[config.mk]
export PLATFORM = sky130hd
export DESIGN_NAME = alu_op_sequencer
export DESIGN_NICKNAME = d
export VERILOG_FILES = /design/src/rtl/alu_ctrl_pkg.sv /design/src/rtl/onehot_dec16.sv /design/src/rtl/alu_op_sequencer.sv
export SDC_FILE = /design/constraint.sdc
export NUM_CORES = 1
export LEC_CHECK = 0
export CAP_MARGIN = 5
export CORE_ASPECT_RATIO = 1.2
export CORE_MARGIN = 4
export CORE_UTILIZATION = 46
export DETAILED_ROUTE_END_ITERATION = 6
export PLACE_DENSITY = 0.93
export SLEW_MARGIN = 20
export SYNTH_ARGS = -nofsm -noshare
export SYNTH_HDL_FRONTEND = slang
export SYNTH_SLANG_ARGS = --single-unit
[constraint.sdc]
create_clock -name Clock -period 4.1 [get_ports Clock]
set_input_delay 0.615 -clock Clock [delete_from_list [all_inputs] [get_ports Clock]]
set_output_delay 0.615 -clock Clock [all_outputs]
set_load 0.005 [all_outputs]
[src/rtl/alu_ctrl_pkg.sv]
// ============================================================================
// Module  : alu_ctrl_pkg
// Brief   : Op-code constants, FSM state encoding and op classification helpers
// Revision: 1.0 - initial release
// ============================================================================
`default_nettype none

package alu_ctrl_pkg;

  localparam int OP_W = 5;

  localparam logic [OP_W-1:0] OP_ADD = 5'd0;
  localparam logic [OP_W-1:0] OP_SUB = 5'd1;
  localparam logic [OP_W-1:0] OP_AND = 5'd2;
  localparam logic [OP_W-1:0] OP_OR  = 5'd3;
  localparam logic [OP_W-1:0] OP_SHR = 5'd4;
  localparam logic [OP_W-1:0] OP_SRA = 5'd5;
  localparam logic [OP_W-1:0] OP_SHL = 5'd6;
  localparam logic [OP_W-1:0] OP_ROR = 5'd7;
  localparam logic [OP_W-1:0] OP_ROL = 5'd8;
  localparam logic [OP_W-1:0] OP_MUL = 5'd9;
  localparam logic [OP_W-1:0] OP_DIV = 5'd10;
  localparam logic [OP_W-1:0] OP_NEG = 5'd11;
  localparam logic [OP_W-1:0] OP_NOT = 5'd12;

  typedef enum logic [2:0] {
    ST_IDLE = 3'd0,
    ST_T_Y  = 3'd1,
    ST_T_OP = 3'd2,
    ST_T_LO = 3'd3,
    ST_T_HI = 3'd4,
    ST_DONE = 3'd5
  } state_e;

  function automatic logic is_unary(input logic [OP_W-1:0] op);
    return (op == OP_NEG) || (op == OP_NOT);
  endfunction

  function automatic logic is_wide(input logic [OP_W-1:0] op);
    return (op == OP_MUL) || (op == OP_DIV);
  endfunction

  function automatic logic is_legal(input logic [OP_W-1:0] op);
    return op <= OP_NOT;
  endfunction

endpackage

`default_nettype wire

[src/rtl/onehot_dec16.sv]
// ============================================================================
// Module  : onehot_dec16
// Brief   : 4-bit index plus enable to NREG-wide one-hot strobe vector
// Revision: 1.0 - initial release
// ============================================================================
`default_nettype none

module onehot_dec16 #(
  parameter int NREG = 16
) (
  input  logic [3:0]      idx_i,
  input  logic            en_i,
  output logic [NREG-1:0] onehot_o
);

  assign onehot_o = en_i ? (NREG'(1) << idx_i) : '0;

endmodule

`default_nettype wire

[src/rtl/alu_op_sequencer.sv]
// ============================================================================
// Module  : alu_op_sequencer
// Brief   : Moore FSM sequencing one register-to-register ALU instruction
// Revision: 1.0 - initial release
// ============================================================================
`default_nettype none

module alu_op_sequencer
  import alu_ctrl_pkg::*;
#(
  parameter int NREG = 16,
  parameter int OPW  = 5
) (
  input  logic            Clock,
  input  logic            clear,
  input  logic            start,
  input  logic [OPW-1:0]  opcode,
  input  logic [3:0]      ra,
  input  logic [3:0]      rb,
  input  logic [3:0]      rc,
  output logic [NREG-1:0] Rout,
  output logic [NREG-1:0] Rin,
  output logic            Yin,
  output logic            ZHighin,
  output logic            Zlowin,
  output logic            Zhighout,
  output logic            Zlowout,
  output logic            HIin,
  output logic            Loin,
  output logic [OPW-1:0]  op,
  output logic            busy,
  output logic            done,
  output logic            err
);

  state_e           state_q, state_d;
  logic [OPW-1:0]   opc_q, opc_d;
  logic [3:0]       ra_q, ra_d, rb_q, rb_d, rc_q, rc_d;

  logic             rout_en_q, rin_en_q;
  logic [3:0]       rout_idx_q;
  logic             yin_q, zin_q, zlo_out_q, zhi_out_q, loin_q;
  logic [OPW-1:0]   op_q;
  logic             busy_q, done_q, err_q;

  always_comb begin
    state_d = state_q;
    opc_d   = opc_q;
    ra_d    = ra_q;
    rb_d    = rb_q;
    rc_d    = rc_q;
    case (state_q)
      ST_IDLE: begin
        if (start && is_legal(opcode)) begin
          opc_d   = opcode;
          ra_d    = ra;
          rb_d    = rb;
          rc_d    = rc;
          state_d = is_unary(opcode) ? ST_T_OP : ST_T_Y;
        end
      end
      ST_T_Y:  state_d = ST_T_OP;
      ST_T_OP: state_d = ST_T_LO;
      ST_T_LO: state_d = is_wide(opc_q) ? ST_T_HI : ST_DONE;
      ST_T_HI: state_d = ST_DONE;
      ST_DONE: state_d = ST_IDLE;
      default: state_d = ST_IDLE;
    endcase
  end

  // Outputs are registered from the next state so each strobe lines up with its state cycle.
  always_ff @(posedge Clock or negedge clear) begin
    if (!clear) begin
      state_q    <= ST_IDLE;
      opc_q      <= '0;
      ra_q       <= '0;
      rb_q       <= '0;
      rc_q       <= '0;
      rout_en_q  <= 1'b0;
      rout_idx_q <= '0;
      rin_en_q   <= 1'b0;
      yin_q      <= 1'b0;
      zin_q      <= 1'b0;
      zlo_out_q  <= 1'b0;
      zhi_out_q  <= 1'b0;
      loin_q     <= 1'b0;
      op_q       <= '0;
      busy_q     <= 1'b0;
      done_q     <= 1'b0;
      err_q      <= 1'b0;
    end else begin
      state_q    <= state_d;
      opc_q      <= opc_d;
      ra_q       <= ra_d;
      rb_q       <= rb_d;
      rc_q       <= rc_d;
      rout_en_q  <= (state_d == ST_T_Y) || (state_d == ST_T_OP);
      rout_idx_q <= (state_d == ST_T_Y) ? rb_d : rc_d;
      rin_en_q   <= (state_d == ST_T_LO) && !is_wide(opc_d);
      yin_q      <= (state_d == ST_T_Y);
      zin_q      <= (state_d == ST_T_OP);
      zlo_out_q  <= (state_d == ST_T_LO);
      zhi_out_q  <= (state_d == ST_T_HI);
      loin_q     <= (state_d == ST_T_LO) && is_wide(opc_d);
      op_q       <= (state_d == ST_T_OP) ? opc_d : '0;
      busy_q     <= (state_d != ST_IDLE);
      done_q     <= (state_d == ST_DONE);
      err_q      <= (state_q == ST_IDLE) && start && !is_legal(opcode);
    end
  end

  onehot_dec16 #(.NREG(NREG)) u_rout_dec (
    .idx_i    (rout_idx_q),
    .en_i     (rout_en_q),
    .onehot_o (Rout)
  );

  onehot_dec16 #(.NREG(NREG)) u_rin_dec (
    .idx_i    (ra_q),
    .en_i     (rin_en_q),
    .onehot_o (Rin)
  );

  assign Yin      = yin_q;
  assign ZHighin  = zin_q;
  assign Zlowin   = zin_q;
  assign Zhighout = zhi_out_q;
  assign HIin     = zhi_out_q;
  assign Zlowout  = zlo_out_q;
  assign Loin     = loin_q;
  assign op       = op_q;
  assign busy     = busy_q;
  assign done     = done_q;
  assign err      = err_q;

endmodule

`default_nettype wire

# --- After elaboration in Yosys (flattened, before gate mapping) ---
# Index checks and enable logic that the tools add are counted.
# Widths: inputs -> output; s select.
op_classes:
  shift: 2
  reduce_logical: 14
  mux: 14
  n_eq_ne: 15
  magnitude_cmp: 1
op_table:
  columns: ["cell", "n"]
  rows:
  - ["$mux 16", 2]
  - ["$shl 1x4->16 const A", 2]
  - ["$eq 5x4->1 const B", 6]
  - ["$mux 4", 5]
  - ["$mux 5", 3]
  - ["$pmux 3 s5", 1]
  - ["$eq 3x2->1 const B", 4]
  - ["$eq 3x3->1 const B", 3]
  - ["$eq 3x1->1 const B", 2]
  - ["$le 5x4->1 const B", 1]
  - ["$logic_and 1x1->1", 5]
  - ["$logic_or 1x1->1", 4]
  - ["$logic_not 3->1", 1]
  - ["$mux 3", 1]
  - ["$reduce_bool 3->1", 1]
  - ["$logic_not 1->1", 2]
  - ["$mux 2", 1]
  - ["$reduce_and 2->1", 1]
  - ["$mux 1", 1]
totals:
  input_bits: 20
  word_cells: 63
  regBits: 39
  out_inout_bits: 47

# --- Logic depth before layout (Yosys ltp) ---
# Gate-level depths: netlist of run 1.
depth:
  ltp_word: 8
  depth_mapped: 7
  mapped_depth_nobuf: 5

# --- Cells and area by module ---
# A second synthesis of run 1 with hierarchy kept.
unflattened:
  hier_cells: 157
  hier_area_um2: 1689.1
by_module_without_submodules:
  columns: ["module", "area_per_inst_um2", "seq_area_each_um2", "cells_per_inst", "instances"]
  rows:
  - ["alu_op_sequencer", 1448.9, 875.8, 111, 1]
  - ["onehot_dec16", 120.1, 0.0, 23, 2]

# --- Worst setup path before layout of run 1 ---
# OpenSTA, ideal clock, no wires.
synth_path:
  path_kind: "in2reg"
  from: "in start"
  to: "reg loin_q, in the netlist Loin"
  required_time_ns: 4.035
  t_arrival_ns: 2.032
  n_path_buf: 1
  setup_time_ns: 0.065
  slack_ns: 2.003
  path_stages: 5
  cell_sequence: "or4b_4 > a311o_4 > buf_6 > nor4b_2 > o21a_1"
synth_via:
  elab_chain_len: 6
  word_cells_on_any_way: 10
  cone_classes: "eq/ne: 3; mux: 4; reduce/logical: 3"
synth_rtl:
  columns: ["item", "line", "text"]
  rows:
  - ["start, declared", "alu_op_sequencer.sv:16", "input logic start,"]
  - ["$logic_and 1x1->1 (*)", "alu_op_sequencer.sv:54", "if (start && is_legal(opcode)) begin"]
  - ["$mux 5", "alu_op_sequencer.sv:54", null]
  - ["$mux 5", "alu_op_sequencer.sv:52", "case (state_q)"]
  - ["$eq 5x4->1", "alu_ctrl_pkg.sv:40", "return (op == OP_MUL) || (op == OP_DIV);"]
  - ["$logic_or 1x1->1", "alu_ctrl_pkg.sv:40", null]
  - ["$logic_and 1x1->1 (*)", "alu_op_sequencer.sv:104", "loin_q <= (state_d == ST_T_LO) && is_wide(opc_d);"]
  - ["end signal, assigned", "alu_op_sequencer.sv:104", null]
  - ["end, declared", "alu_op_sequencer.sv:42", "logic yin_q, zin_q, zlo_out_q, zhi_out_q, loin_q;"]
# Every way passes the cells marked *; elsewhere a longest branch is shown, timed or not.
# A chain may end at the register's enable or synchronous reset.

# --- Worst setup path after layout of run 1 ---
layout_path:
  from: "reg ra_q[2]"
  to: "out Rin[0]"
layout_via:
  elab_chain_len: 2
layout_rtl:
  columns: ["item", "line", "text"]
  rows:
  - ["start, declared", "alu_op_sequencer.sv:38", "logic [3:0] ra_q, ra_d, rb_q, rb_d, rc_q, rc_d;"]
  - ["start signal, assigned", "alu_op_sequencer.sv:94", "ra_q <= ra_d;"]
  - ["$shl 1x4->16", "onehot_dec16.sv:16", "assign onehot_o = en_i ? (NREG'(1) << idx_i) : '0;"]
  - ["$mux 16", "onehot_dec16.sv:16", null]
  - ["end, declared", "alu_op_sequencer.sv:22", "output logic [NREG-1:0] Rin,"]
# No other way between the ends.

==> results.toml, run 1 <==
[run_status]
status = "completed"

[placement]
portBuffers = 66
dp_hpwl_mm = 2.98
gp_routability_congestion = 0.790
pre_cts_slack_ps = 1340

[detailed_routing]
wl_per_cell_um = 14.1
antenna_left = 0
drcViolationCount = 0
firstDrtPassIters = 4
wl_mm = 3.88
initialDrtViolationCount = 61
vias = 1465
viasPerCell = 5.33

[cts]
path_clk_slew_ps = 70
cts_max_level = 2
ctsResizeCount = 0
cts.sinks = 35
cts_buffers = 5
clockBufferDepth = 2
clk-insertion-delay-late_ps = 290
cts_tree = "built"
post_cts_buffers = 0
cts_hold_buf = 0
cts-root-buf = "clkbuf_8"

[timing]
finalHoldViolCount = 0
maxSlewViolCount = 0
fmax_mhz = 388
holdWs_ps = 474
tightest_slew_ps = 983
worst_clock_skew_ps = 3.22
setup_viol = 0
tns_ps = 0
slew_headroom_pct = 34.0
period_minus_slack_ps = 2580
rsz0062_at_grt = "no"
setup_slack_ps = 1520
fin_crit_sh_pct = 62.9

[min_path]
holdPathEnd = "rc_q[3]"
hold_path_depth = 2
holdCritPathClass = "register to register"
min_from = "rc_q[3]"

[power_and_ir_drop]
power_density_nw_per_um2 = 565
peakVddDrop_uv = 347
leakage_nw = 1.06

[worst_setup_path]
end_kind = "output pin"
critPathMaxFanout = 5
crit_path_start_kind = "register"
r2r_end = "ra_q[3]"
crit_arrival_ps = 1960
required_ps = 3480
r2r_slack_ps = 1900
reg2reg_from = "state_q[0]"
ff2ff_path_depth = 4
worstSetupStartpoint = "ra_q[2]"
crit_type = "register to output pin"

[grt]
antenna_found_initial = 0
grt.overflow.total = 0
track_usage_pct = 18.0
grt_max_degree = 36
grt_pass1_wl_mm = 6.29
grt_pass1_vias = 1385

[synthesis]
synth_area_leaders = "dfrtp_1 (53%), nand2_1 (6.8%), nor2_1 (6.3%)"
synth_edf_count = 0
ys_warn_count = 0
yosysMostFrequentCell = "dfrtp_1"
synth.distinct_cells = 36
synth-main-ff-cell = "dfrtp_1"
syn-cell-area_um2 = 1660
synth_top_area_share_pct = 52.9
syn-num-nets = 191
ys_seq_elements = 35
netlist_top_cells_count = "dfrtp_1 (35), nand2_1 (30), nor2_1 (28)"
yosysSeqAreaShare_pct = 52.9
synthCells = 171
postSynth.asyncResetShare_pct = 100
synth_area_leader_cell = "dfrtp_1"
avgSynthCellArea_um2 = 9.68

[finish]
areaGrowthSynthToFinish_pct = 45.9
nets = 257
final_layout_size_suffix_gt1_share_pct = 8.40
antenna_cells = 0

[die]
rows = 23
design.die.area_um2 = 4630
start_util_pct = 48.7
die_height_um = 73.7
die_x_um = 62.8
core_um2 = 3400
io_pins = 67

[flow_run]
max_cap_viol_count = 0
[final cells by class]
cell class,instances,area (um^2)
multi-input combinational,123,706
fill,260,981
sequential,35,876
clock buffer,8,100
timing repair buffer,67,668
tap,37,46.3
inverter,5,18.8
[through the flow]
step                utilization [%]  power (W)  instances  instance area [um^2]
floorplan                         -   0.000883        171                  1660
global placement               68.2    0.00108        267                  2310
detailed placement             68.2    0.00110        267                  2310
CTS                            71.1    0.00138        275                  2410
global route                   71.1    0.00146        275                  2410
finish                         71.1    0.00136        275                  2410
[cell families after synthesis]
| logic type | synth area share [%] |
|---|---|
| simple gates | 28.3 |
| compound gates | 8.16 |
| flops | 52.9 |
| buf+inv | 4.46 |
| xor+xnor | 1.06 |
| mux | 5.14 |
[worst max-delay path by stage]
stage | to | slack [ps] | depth (start not counted)
5_1_grt | Rin[0] | 1460 | 3
4_1_cts | Rin[0] | 1520 | 3
3_3_place_gp | op[0] | 1410 | 5
2_1_floorplan | Loin | 2000 | 5
6_report | Rin[0] | 1520 | 3
3_5_place_dp | op[4] | 1340 | 5
[metal layers]
metal | vias up | track usage (%) | wire length [um]
met3 | 8 | 6.42 | 289
met1 | 691 | 18.4 | 1560
met2 | 62 | 32.5 | 1930
met4 | 0 | 9.56 | 98
met5 | - | 0 | 0
li1 | 704 | - | -
[power by group]
part | internal [W] | total (W) | switching, W | leakage, nW
Combinational | 0.000269 | 0.000496 | 0.000227 | 0.562
Clock | 0.000153 | 0.000271 | 0.000118 | 0.0515
Sequential | 0.000483 | 0.000598 | 0.000114 | 0.448
[cells in the final DEF, fill, tap and decap left out]
cell,Yosys,routed
a211o_1,2,2
a211oi_1,1,1
a21o_1,1,1
a21oi_1,2,2
a311o_4,1,1
a311oi_1,1,1
a31oi_1,1,1
a41oi_1,1,1
and2_1,2,2
and3_1,1,1
buf_4,2,1
clkbuf_1,2,1
clkbuf_8,0,7
clkdlybuf4s50_1,0,66
dfrtp_1,35,35
inv_1,5,5
mux2_2,4,4
mux2i_1,4,4
nand2_1,30,30
nand2b_1,5,5
nand3_1,3,3
nand3b_1,5,5
nor2_1,28,28
nor2b_1,5,5
nor3_1,8,8
nor4_1,1,1
nor4b_2,1,1
o2111ai_1,1,1
o21a_1,1,1
o21ai_0,5,5
o31ai_1,1,1
or2_2,1,1
or3b_2,4,4
or4b_4,1,1
xnor2_1,1,1
xor2_1,1,1
[state kept, by name (all words and copies together), names as in the netlist]
register and cells:
Zlowout 1, op 5, done 1, busy 1
rout_en_q 1, err 1, HIin 1, rin_en_q 1
opc_q 5, rout_idx_q 4, Yin 1, rc_q 4
state_q 3, ra_q 4, Loin 1, ZHighin 1
[worst max-delay path, cell delays in order (launching register included)]
cell and delay [ps]:
dfrtp_1 420, or3b_2 540, nor3_1 180, clkdlybuf4s50_1 530
Note: power is estimated with default switching activity, not from simulation.
==> run 2: changes to the inputs <==
--- a/config.mk
+++ b/config.mk
@@ -8,9 +8,9 @@
 export CAP_MARGIN = 5
 export CORE_ASPECT_RATIO = 1.2
 export CORE_MARGIN = 4
-export CORE_UTILIZATION = 46
+export CORE_UTILIZATION = 38
 export DETAILED_ROUTE_END_ITERATION = 6
-export PLACE_DENSITY = 0.93
+export PLACE_DENSITY = 0.83
 export SLEW_MARGIN = 20
 export SYNTH_ARGS = -nofsm -noshare
 export SYNTH_HDL_FRONTEND = slang
==> constraint.sdc (replaced) <==
create_clock -name Clock -period 2.12 [get_ports Clock]
set_input_delay 0.318 -clock Clock [delete_from_list [all_inputs] [get_ports Clock]]
set_output_delay 0.318 -clock Clock [all_outputs]
set_load 0.005 [all_outputs]
==> run 2 against run 1 <==
Net effect: via count about the same; critical path depth unchanged; core utilization decreased by 11 points; setup slack got worse by 1500 ps; clock skew increased by 2.9 ps; final cell count increased by 12%; sequential share of layout area decreased by 1.9 points; clock-buffer cell count decreased by 2; sequential power increased by 89%; register-to-register slack got worse by 1700 ps; cell area increased by 5.6%; largest power group unchanged.
==> results.toml, run 2 (same netlist as run 1, synthesis figures left out) <==
[finish]
final_layout_size_suffix_gt1_share_pct = 14.7
final_util_pct = 60.3
filler_cell_count = 377
areaGrowthSynthToFinish_pct = 54.0
fin_area_um2 = 2550
reg.largest.list = "op: 5 flops, opc_q: 5 flops"
nets = 272
antenna_cells = 0
final_common_cell = "clkdlybuf4s50_1"
mostFrequentLayoutCells = "clkdlybuf4s50_1 (60), dfrtp_1 (35), nand2_1 (30)"

[detailed_routing]
drcViolationCount = 0
wl_mm = 3.89
wl_per_cell_um = 12.6
initialDrtViolationCount = 25
antenna_left = 0
vias = 1466
firstDrtPassIters = 4
viasPerCell = 4.76

[placement]
portBuffers = 66
gp_routability_congestion = 0.733
place_area_um2 = 2430
dp_hpwl_mm = 2.98

[worst_setup_path]
crit_type = "register to output pin"
cp_top_family = "simple AND/OR/NAND/NOR gates"
cp.buffers_inverters = 1
crit_arrival_ps = 1740
required_ps = 1800
end_kind = "output pin"
crit_path_start_kind = "register"
critPathMaxFanout = 5
crit_chain = "or3b_4 -> nor2_1 -> clkdlybuf4s50_1"
cpMaxStageDelayCell = "clkdlybuf4s50_1"
cp_slowest_stage_delay_ps = 500

[timing]
slew_headroom_pct = 49.8
worst_clock_skew_ps = 6.12
maxSlewViolCount = 0
tightest_slew_ps = 753
tns_ps = 0
setup_viol = 0
fmax_mhz = 487
finalHoldViolCount = 0
rsz0062_at_grt = "no"
fin_crit_sh_pct = 96.9
period_minus_slack_ps = 2060

[grt]
grt_pass1_wl_mm = 6.08
grt_max_degree = 36
grt_pass1_vias = 1356
grt.overflow.total = 0
track_usage_pct = 15.0
antenna_found_initial = 0

[die]
die_x_um = 68.3
design.die.area_um2 = 5480
rows = 26
io_pins = 67
start_util_pct = 39.1
core_um2 = 4230
die_height_um = 80.3

[cts]
cts-root-buf = "clkbuf_8"
cts_tree = "built"
path_clk_slew_ps = 70
clockBufferDepth = 2
cts_buffers = 5
cts_max_level = 2
cts_hold_buf = 0
clk-insertion-delay-late_ps = 280
cts.sinks = 35

[flow_run]
max_cap_viol_count = 0

[run_status]
status = "completed"

[min_path]
holdCritPathClass = "primary input to async pin"

[power_and_ir_drop]
leakage_nw = 1.21
peakVddDrop_uv = 732
power_density_nw_per_um2 = 1060
[run 2: cell types whose count changed in the layout (fill, tap and decap cells not counted), sizes merged]
cell	change
dlygate4sd2	+1
dlymetal6s2s	+4
buf	+16
clkdlybuf4s50	-6
clkinv	+1
clkbuf	-2
[run 2: through the flow]
stage          cells  setup slack (ps)  total power (W)  hold WS [ps]
6_report         308              64.9          0.00271           103
5_1_grt          308              2.01          0.00290           158
4_1_cts          306              8.11          0.00271           121
3_5_place_dp     299              -133          0.00222           430
3_3_place_gp     299              -115          0.00218           431
2_1_floorplan    171              94.6          0.00171          22.4
[run 2: metal layers]
layer,global-route usage [%],vias up,wire length [um]
li1,-,734,-
met1,17.3,672,1630
met2,25.4,56,1880
met3,4.20,4,315
met4,6.56,0,56
met5,0,-,0
[run 2: layout make-up]
cell class	instances	area, um^2	share of cell area [%]
Sequential cell	35	876	34.3
Multi-Input combinational cell	123	713	28.0
Clock inverter	1	5.00	0.196
Inverter	5	18.8	0.736
Clock buffer	6	82.6	3.24
Tap cell	56	70.1	2.75
Timing Repair Buffer	82	785	30.8
[run 2: repair_timing]
item,CTS,global route
setup endpoints to repair,8,5
setup buffers,0,2
resized for setup,3,5
pin swaps,0,1
[run 2: final timing paths]
check / start / to / slack, ps / cells past startpoint
worst max-delay path: ra_q[3] / Rin[2] / 60 / 3
worst min-delay path: clear / opc_q[1] / 100 / 1
worst max register to register: state_q[2] / op[3] / 180 / 4
worst min register to register: rc_q[2] / rc_q[2] / 470 / 2
max in group asynchronous: clear / state_q[1] / 1530 / 1
min in group Clock: rc_q[2] / rc_q[2] / 470 / 2
[run 2: power by group]
group          internal, W  total, W  switching [W]  leakage (nW)
Clock             0.000254  0.000468       0.000213        0.0470
Combinational     0.000613   0.00111       0.000496         0.714
Sequential        0.000935   0.00113       0.000200         0.448
